### src/rtl/apb_pkg.sv
// Shared types and constants for the APB master controller slice.
package apb_pkg;

  typedef enum logic [1:0] {
    IDLE,
    SETUP,
    ACCESS
  } apb_state_e;

  // Upper half-word of the peripheral window; each slave owns a 4 KB page below it.
  localparam logic [15:0] PERIPH_BASE = 16'h1000;

  // Width of the slave index field taken from busAddr[15:12].
  localparam int SLV_IDX_W = 4;

endpackage

### src/rtl/apb_addr_decoder.sv
// Combinational peripheral-window decoder: flags a hit and produces the one-hot slave select.
module apb_addr_decoder
  import apb_pkg::*;
#(
  parameter int NUM_SLV = 4
) (
  input  logic [31:12]        busAddr,
  output logic                hit,
  output logic [NUM_SLV-1:0]  sel
);

  logic [SLV_IDX_W-1:0] idx;

  assign idx = busAddr[15:12];

  // A hit needs the peripheral base and a page index that maps onto a fitted slave.
  always_comb begin
    hit = (busAddr[31:16] == PERIPH_BASE) &&
          ({1'b0, idx} < (SLV_IDX_W + 1)'(NUM_SLV));
    sel = '0;
    for (int i = 0; i < NUM_SLV; i++) begin
      if (hit && (idx == SLV_IDX_W'(i))) begin
        sel[i] = 1'b1;
      end
    end
  end

endmodule

### src/rtl/apb_master_ctrl.sv
// Bridges the CPU single-cycle data bus onto APB3 (IDLE/SETUP/ACCESS), returning read
// data with a one-cycle ready/err completion pulse.
// Optional build macro APB_TIMEOUT_EN adds an ACCESS-phase wait limit of TIMEOUT_CYC cycles.
module apb_master_ctrl
  import apb_pkg::*;
#(
  parameter int NUM_SLV     = 4,
  parameter int TIMEOUT_CYC = 255
) (
  input  logic                    clk,
  input  logic                    reset,
  input  logic                    transfer,
  input  logic                    busWe,
  input  logic [31:0]             busAddr,
  input  logic [31:0]             busWData,
  output logic [31:0]             busRData,
  output logic                    ready,
  output logic                    err,
  output logic [31:0]             PADDR,
  output logic                    PWRITE,
  output logic [31:0]             PWDATA,
  output logic [NUM_SLV-1:0]      PSEL,
  output logic                    PENABLE,
  input  logic [NUM_SLV*32-1:0]   PRDATA,
  input  logic [NUM_SLV-1:0]      PREADY,
  input  logic [NUM_SLV-1:0]      PSLVERR
);

  if (NUM_SLV < 1 || NUM_SLV > 16) begin : g_bad_num_slv
    $error("apb_master_ctrl: NUM_SLV must be in 1..16");
  end

  if (TIMEOUT_CYC < 1) begin : g_bad_timeout
    $error("apb_master_ctrl: TIMEOUT_CYC must be at least 1");
  end

  apb_state_e           state;
  logic                 dec_hit;
  logic [NUM_SLV-1:0]   dec_sel;
  logic                 sel_ready;
  logic                 sel_err;
  logic [31:0]          sel_rdata;

`ifdef APB_TIMEOUT_EN
  localparam int CNT_W = $clog2(TIMEOUT_CYC + 1);
  localparam logic [CNT_W-1:0] CNT_LAST = CNT_W'(TIMEOUT_CYC - 1);

  logic [CNT_W-1:0]     wait_cnt;
`endif

  apb_addr_decoder #(
    .NUM_SLV (NUM_SLV)
  ) u_decoder (
    .busAddr (busAddr[31:12]),
    .hit     (dec_hit),
    .sel     (dec_sel)
  );

  // Pick the response lines of the slave currently selected; unselected slaves never matter.
  always_comb begin
    sel_ready = 1'b0;
    sel_err   = 1'b0;
    sel_rdata = '0;
    for (int i = 0; i < NUM_SLV; i++) begin
      if (PSEL[i]) begin
        sel_ready = PREADY[i];
        sel_err   = PSLVERR[i];
        sel_rdata = PRDATA[32*i +: 32];
      end
    end
  end

  // Protocol sequencer: every APB and CPU-side output is a register updated here.
  always_ff @(posedge clk) begin
    if (!reset) begin
      state    <= IDLE;
      PSEL     <= '0;
      PENABLE  <= 1'b0;
      PWRITE   <= 1'b0;
      PADDR    <= '0;
      PWDATA   <= '0;
      busRData <= '0;
      ready    <= 1'b0;
      err      <= 1'b0;
`ifdef APB_TIMEOUT_EN
      wait_cnt <= '0;
`endif
    end else begin
      ready <= 1'b0;
      err   <= 1'b0;
      case (state)
        IDLE: begin
          if (transfer) begin
            if (dec_hit) begin
              PADDR  <= busAddr;
              PWRITE <= busWe;
              PWDATA <= busWData;
              PSEL   <= dec_sel;
              state  <= SETUP;
            end else begin
              ready    <= 1'b1;
              err      <= 1'b1;
              busRData <= '0;
            end
          end
        end
        SETUP: begin
          PENABLE <= 1'b1;
          state   <= ACCESS;
`ifdef APB_TIMEOUT_EN
          wait_cnt <= '0;
`endif
        end
        ACCESS: begin
          if (sel_ready) begin
            if (!PWRITE) begin
              busRData <= sel_err ? 32'h0 : sel_rdata;
            end
            ready   <= 1'b1;
            err     <= sel_err;
            PSEL    <= '0;
            PENABLE <= 1'b0;
            state   <= IDLE;
          end
`ifdef APB_TIMEOUT_EN
          else if (wait_cnt == CNT_LAST) begin
            if (!PWRITE) begin
              busRData <= '0;
            end
            ready    <= 1'b1;
            err      <= 1'b1;
            PSEL     <= '0;
            PENABLE  <= 1'b0;
            wait_cnt <= wait_cnt + 1'b1;
            state    <= IDLE;
          end else begin
            wait_cnt <= wait_cnt + 1'b1;
          end
`endif
        end
        default: begin
          state <= IDLE;
        end
      endcase
    end
  end

endmodule

### config.mk
export PLATFORM = sky130hd
export DESIGN_NAME = apb_master_ctrl
export DESIGN_NICKNAME = d
export VERILOG_FILES = /design/src/rtl/apb_pkg.sv /design/src/rtl/apb_addr_decoder.sv /design/src/rtl/apb_master_ctrl.sv
export SDC_FILE = /design/constraint.sdc
export NUM_CORES = 1
export LEC_CHECK = 0
export ABC_AREA = 1
export CAP_MARGIN = 25
export CORE_MARGIN = 2
export CORE_UTILIZATION = 42
export DETAILED_ROUTE_END_ITERATION = 16
export PLACE_DENSITY = 0.9
export SLEW_MARGIN = 15
export SYNTH_ARGS = -nofsm -noshare
export SYNTH_HDL_FRONTEND = slang
export SYNTH_SLANG_ARGS = --single-unit
### constraint.sdc
create_clock -name clk -period 2.3 [get_ports clk]
set_clock_uncertainty 0.2 [all_clocks]
set_input_delay 0.46 -clock clk [delete_from_list [all_inputs] [get_ports clk]]
set_output_delay 0.46 -clock clk [all_outputs]
set_load 0.01 [all_outputs]
# == After elaboration in Yosys (flattened, before gate mapping) ==
# Index checks and enable logic that the tools add are counted.
# word_totals
ff_bits,106
wordCells,73
# classes
n_lt_le_gt_ge,1
eq_ne,11
mux,38
reduce_logical,14
# ops
operator,count
$mux 32,9
$pmux 32 s2,1
$mux 1,17
$eq 16x13->1 const B,1
$mux 4,3
$ne 2x2->1 const B,5
$eq 4x2->1 const B,2
$pmux 4 s2,1
$mux 2,3
$pmux 1 s2,3
$pmux 2 s3,1
$reduce_and 3->1,2
$logic_and 1x1->1,5
$reduce_and 5->1,1
$eq 4x1->1 const B,1
$logic_not 4->1,1
$lt 4x3->1 const B,1
$reduce_and 4->1,1
$reduce_bool 2->1,2
$eq 2x1->1 const B,1
$eq 2x2->1 const B,1
$logic_not 2->1,1
$reduce_and 2->1,1

# == Logic depth before layout (Yosys ltp) ==
# Gate-level depths: netlist (run 1).
# depth
word_depth,8
mapped_depth,13
mapped_depth_nobuf,11

# == Cells and area by module ==
# A second synthesis (run 1) with hierarchy kept.
# unflattened
cells_unflattened,862
area_unflattened_um2,5467.7
# modules_own_cells
mod,instances,cells_each,area_each_um2,seq_area_each_um2
apb_master_ctrl,1,834,5341.4,2122.0
apb_addr_decoder,1,28,126.4,0.0

# == Worst setup path after synthesis (run 1) ==
# No wires, ideal clock.
# synth_timing
path_kind,input to register
startpoint,input port busAddr[14]
endpoint,register PWDATA[28]
arrival_time_ns,1.417
required_ns,1.984
slack_ns,0.567
path_stages,9
path_buffers,1
path_cell_list,nor2_1 > inv_1 > nor2_2 > nand4_2 > nor2_4 > inv_2 > buf_2 > nor2_1 > nor2_1
# synth_via
elab_chain_len,3
# synth_lines
item,line,text
from (decl),apb_master_ctrl.sv:14,"input logic [31:0] busAddr,"
$lt 4x3->1,apb_addr_decoder.sv:19,"({1'b0, idx} < (SLV_IDX_W + 1)'(NUM_SLV));"
$logic_and 1x1->1,apb_addr_decoder.sv:18,hit = (busAddr[31:16] == PERIPH_BASE) &&
$reduce_and 3->1 (no source line),--,
to (signal assigned),apb_master_ctrl.sv:97,PWDATA <= busWData;
to (decl),apb_master_ctrl.sv:21,"output logic [31:0] PWDATA,"
# No other way between the ends.
# A chain may end at the register's enable or synchronous reset.

# == Worst setup path after layout (run 1) ==
# layout_timing
startpoint,register PSEL[3]
endpoint,output port PSEL[3]
# layout_lines
item,line,text
from (decl),apb_master_ctrl.sv:22,"output logic [NUM_SLV-1:0] PSEL,"
from (signal assigned),apb_master_ctrl.sv:98,PSEL <= dec_sel;
# No word-level cell between the ends.

==> results of run 1 <==
[layer usage]
layer	share of wire	vias up	global-route usage
met4	0.028	2	0.1168
met1	0.38	3117	0.3181
met5	0.00061	-	0
li1	-	3356	-
met3	0.10	42	0.1091
met2	0.49	288	0.5298
[power groups by stage]
| stage | clock network [mW] | logic [mW] | registers (mW) |
|---|---|---|---|
| 3_3_place_gp | 0 | 0.566 | 1.92 |
| 3_5_place_dp | 0 | 0.574 | 1.92 |
| 5_1_grt | 1.76 | 0.623 | 1.88 |
| 6_report | 1.65 | 0.577 | 1.88 |
| 2_1_floorplan | 0 | 0.125 | 1.93 |
| 4_1_cts | 1.68 | 0.577 | 1.88 |
[flip-flops by register name, summed over array words and instances (netlist names)]
name      count
busRData     32
PWRITE        1
PWDATA       32
PSEL          4
err           1
state         2
PADDR        32
PENABLE       1
ready         1
[cells in the mapped netlist (all sizes together)]
master | count | share of area
o21ai | 49 | 0.044
dfxtp | 106 | 0.38
o31ai | 2 | 0.0027
o21a | 1 | 0.0014
nand3 | 93 | 0.084
nand4 | 32 | 0.037
nor2 | 177 | 0.12
and2 | 1 | 0.0011
nand2 | 179 | 0.12
nand3b | 1 | 0.0014
inv | 97 | 0.066
clkbuf | 30 | 0.020
buf | 36 | 0.036
or2 | 2 | 0.0023
a21oi | 78 | 0.071
[layout make-up]
type,instances,share of cell area
clock inverter,5,0.007427
timing repair buffer,331,0.3683
multi-input combinational,615,0.2990
tap,172,0.02366
inverter,97,0.04030
clock buffer,11,0.02778
sequential,106,0.2335
[logic make-up after synthesis]
| family | Yosys count | synth area share |
|---|---|---|
| flip-flops | 106 | 0.3845 |
| buffers and inverters | 163 | 0.1226 |
| AO/OA/AOI/OAI | 130 | 0.1192 |
| AND/OR/NAND/NOR | 485 | 0.3736 |
[worst max path at each step]
stage,slack (ns),endpoint,start,depth (start not counted)
final,0.12,PSEL[3],PSEL[3],1
after global routing,0.08,PSEL[3],PSEL[3],1
after CTS,0.12,PSEL[3],PSEL[3],1
after detailed placement,-0.13,busRData[0],busAddr[29],9
after global placement,-0.06,busRData[30],busAddr[29],9
after floorplan,0.57,PWDATA[28],busAddr[14],9
[metrics by stage]
stage                     area, sq um  std cells  worst slack, ns
after CTS                        9097       1337           0.1193
after global routing             9097       1337          0.07675
after global placement           8777       1321         -0.05914
final                            9097       1337           0.1219
after floorplan                  5519        884           0.5667
after detailed placement         8777       1321          -0.1273
[cell usage in the layout (no fill, tap or decap), types with 2 or more instances in the layout]
| cell type | Yosys | layout |
|---|---|---|
| inv_6 | 0 | 2 |
| a21oi_1 | 78 | 78 |
| nand4_1 | 31 | 31 |
| clkbuf_8 | 0 | 2 |
| clkbuf_16 | 0 | 9 |
| o31ai_1 | 2 | 2 |
| clkdlybuf4s50_1 | 0 | 306 |
| buf_4 | 5 | 17 |
| nand3_1 | 93 | 93 |
| dfxtp_2 | 0 | 2 |
| o21ai_0 | 40 | 40 |
| inv_1 | 92 | 92 |
| nor2_4 | 2 | 2 |
| nand2_2 | 3 | 3 |
| nand2_1 | 176 | 176 |
| inv_2 | 4 | 4 |
| buf_12 | 0 | 8 |
| dfxtp_1 | 106 | 104 |
| nor2_1 | 173 | 173 |
| o21ai_1 | 9 | 9 |
| or2_2 | 2 | 2 |
| nor2_2 | 2 | 2 |
==> metrics, run 1 <==
status=finished, final reports clean; Reg2Reg Depth=8; peak supply drop=0.3637 mV; Worst slew margin=0.6401; hold crit path type=input pin to register; clock root buffer=clkbuf_16; clock slew at reported path FFs=approximately 0.080 ns; CTS Hold Bufs=0; gpl congestion=0.8334; PD cells=452.1 nW/um^2; n_diodes=0; Fillers=~1,100; vias=6,805; CTS tree=built; hold path startpoint=reset; footprint of the multi-input gates=2720 sq um; startpoint class of the critical path=register; minimum clock period=2.178 ns; overall power=between 4 and 5 mW; first-pass GRT wire length=34,080 um; chip width=118.6 um; CP Data Arrival Time=1.52 ns; CORE AREA=12,720 sq um; starting DRC count in detailed routing=375; row cnt=between 40 and 50; Clk pwr share=0.402; Top delay family on crit path=buffers and inverters; DR WL/cell=15.82 um; Bufs on Longest Clock Path=2; sequential share of power=0.457; Storage cell area=around 2100 sq um; # DRC=0; antenna-violating nets left=0; Ports=308; RSZ-0062 raised after global routing=false; fin util=0.7151; hold path cells=3; Fin. Hold Viols=0; layout cells sized above 1=0.04979; hold endpoint=PADDR[9]; grt ovf=0; buffers plus inverters on the worst setup path=1; max_cap viols=0; Num CTS Buffers=9; area grow syn2layout=64.84%; dpl hpwl=15,860 um; Synth Net Count=1,088; achievable frequency=459.1 MHz; Hold WS=0.2011 ns; DRT Wirelength=21,160 um; Cell Area, Synth=~5500 sq um; initial antenna violation count=1; GRT Overall Usage=0.2977; switch share=0.2264; post-CTS setup buffer count=0; R2R Path End=err; crit-path cells=clkdlybuf4s50_1; chip height=118.6 um; slowest CP cell=clkdlybuf4s50_1; Critical Path Max Stage Delay=0.62 ns; Worst-Margin Slew=0.5391 ns; worst-path maximum fanout=15; total negative setup slack=0 ns; drt first pass iters=5; Synth Register Bits=106; H-tree depth=3; CTS sink count=around 110; largest net degree at the start of global routing=67; Logic pwr share=0.140; Pint=3.182 mW; RR Startpoint=PSEL[1]; Crit path required time=1.64 ns; Starting Density=0.4338; kind of critical path=register to primary output; Synth Warn #=0; # setup viols final=0; number of global-route vias before repair=~6,800; P_sw=0.9310 mW; IO Port Bufs=307; syn_area_per_cell=6.243 sq um; sequential-to-total area share from yosys stat=0.3845; nets=around 1,400; Pleak=4.312 nW; Resize count post-CTS=0; Worst-Skew Late Latency=0.34 ns; reg-to-reg slack, setup=about 0.26 ns; die area=14,070 sq um; via/cell ratio=5.090; Cells after Synth=884; Final period util=0.9470; post-synth cell types=25; CP endpoint kind=primary output; max-slew violation count=0
Power figures use the tool's default switching activity.
==> inputs of run 2 (changes only) <==
--- a/config.mk
+++ b/config.mk
@@ -6,6 +6,7 @@
 export NUM_CORES = 1
 export LEC_CHECK = 0
 export ABC_AREA = 1
+export ABC_CLOCK_PERIOD_IN_PS = 2300
 export CAP_MARGIN = 25
 export CORE_MARGIN = 2
 export CORE_UTILIZATION = 42
==> results of run 2 <==
No change in the layout: final DEF, timing and power equal those of run 1.
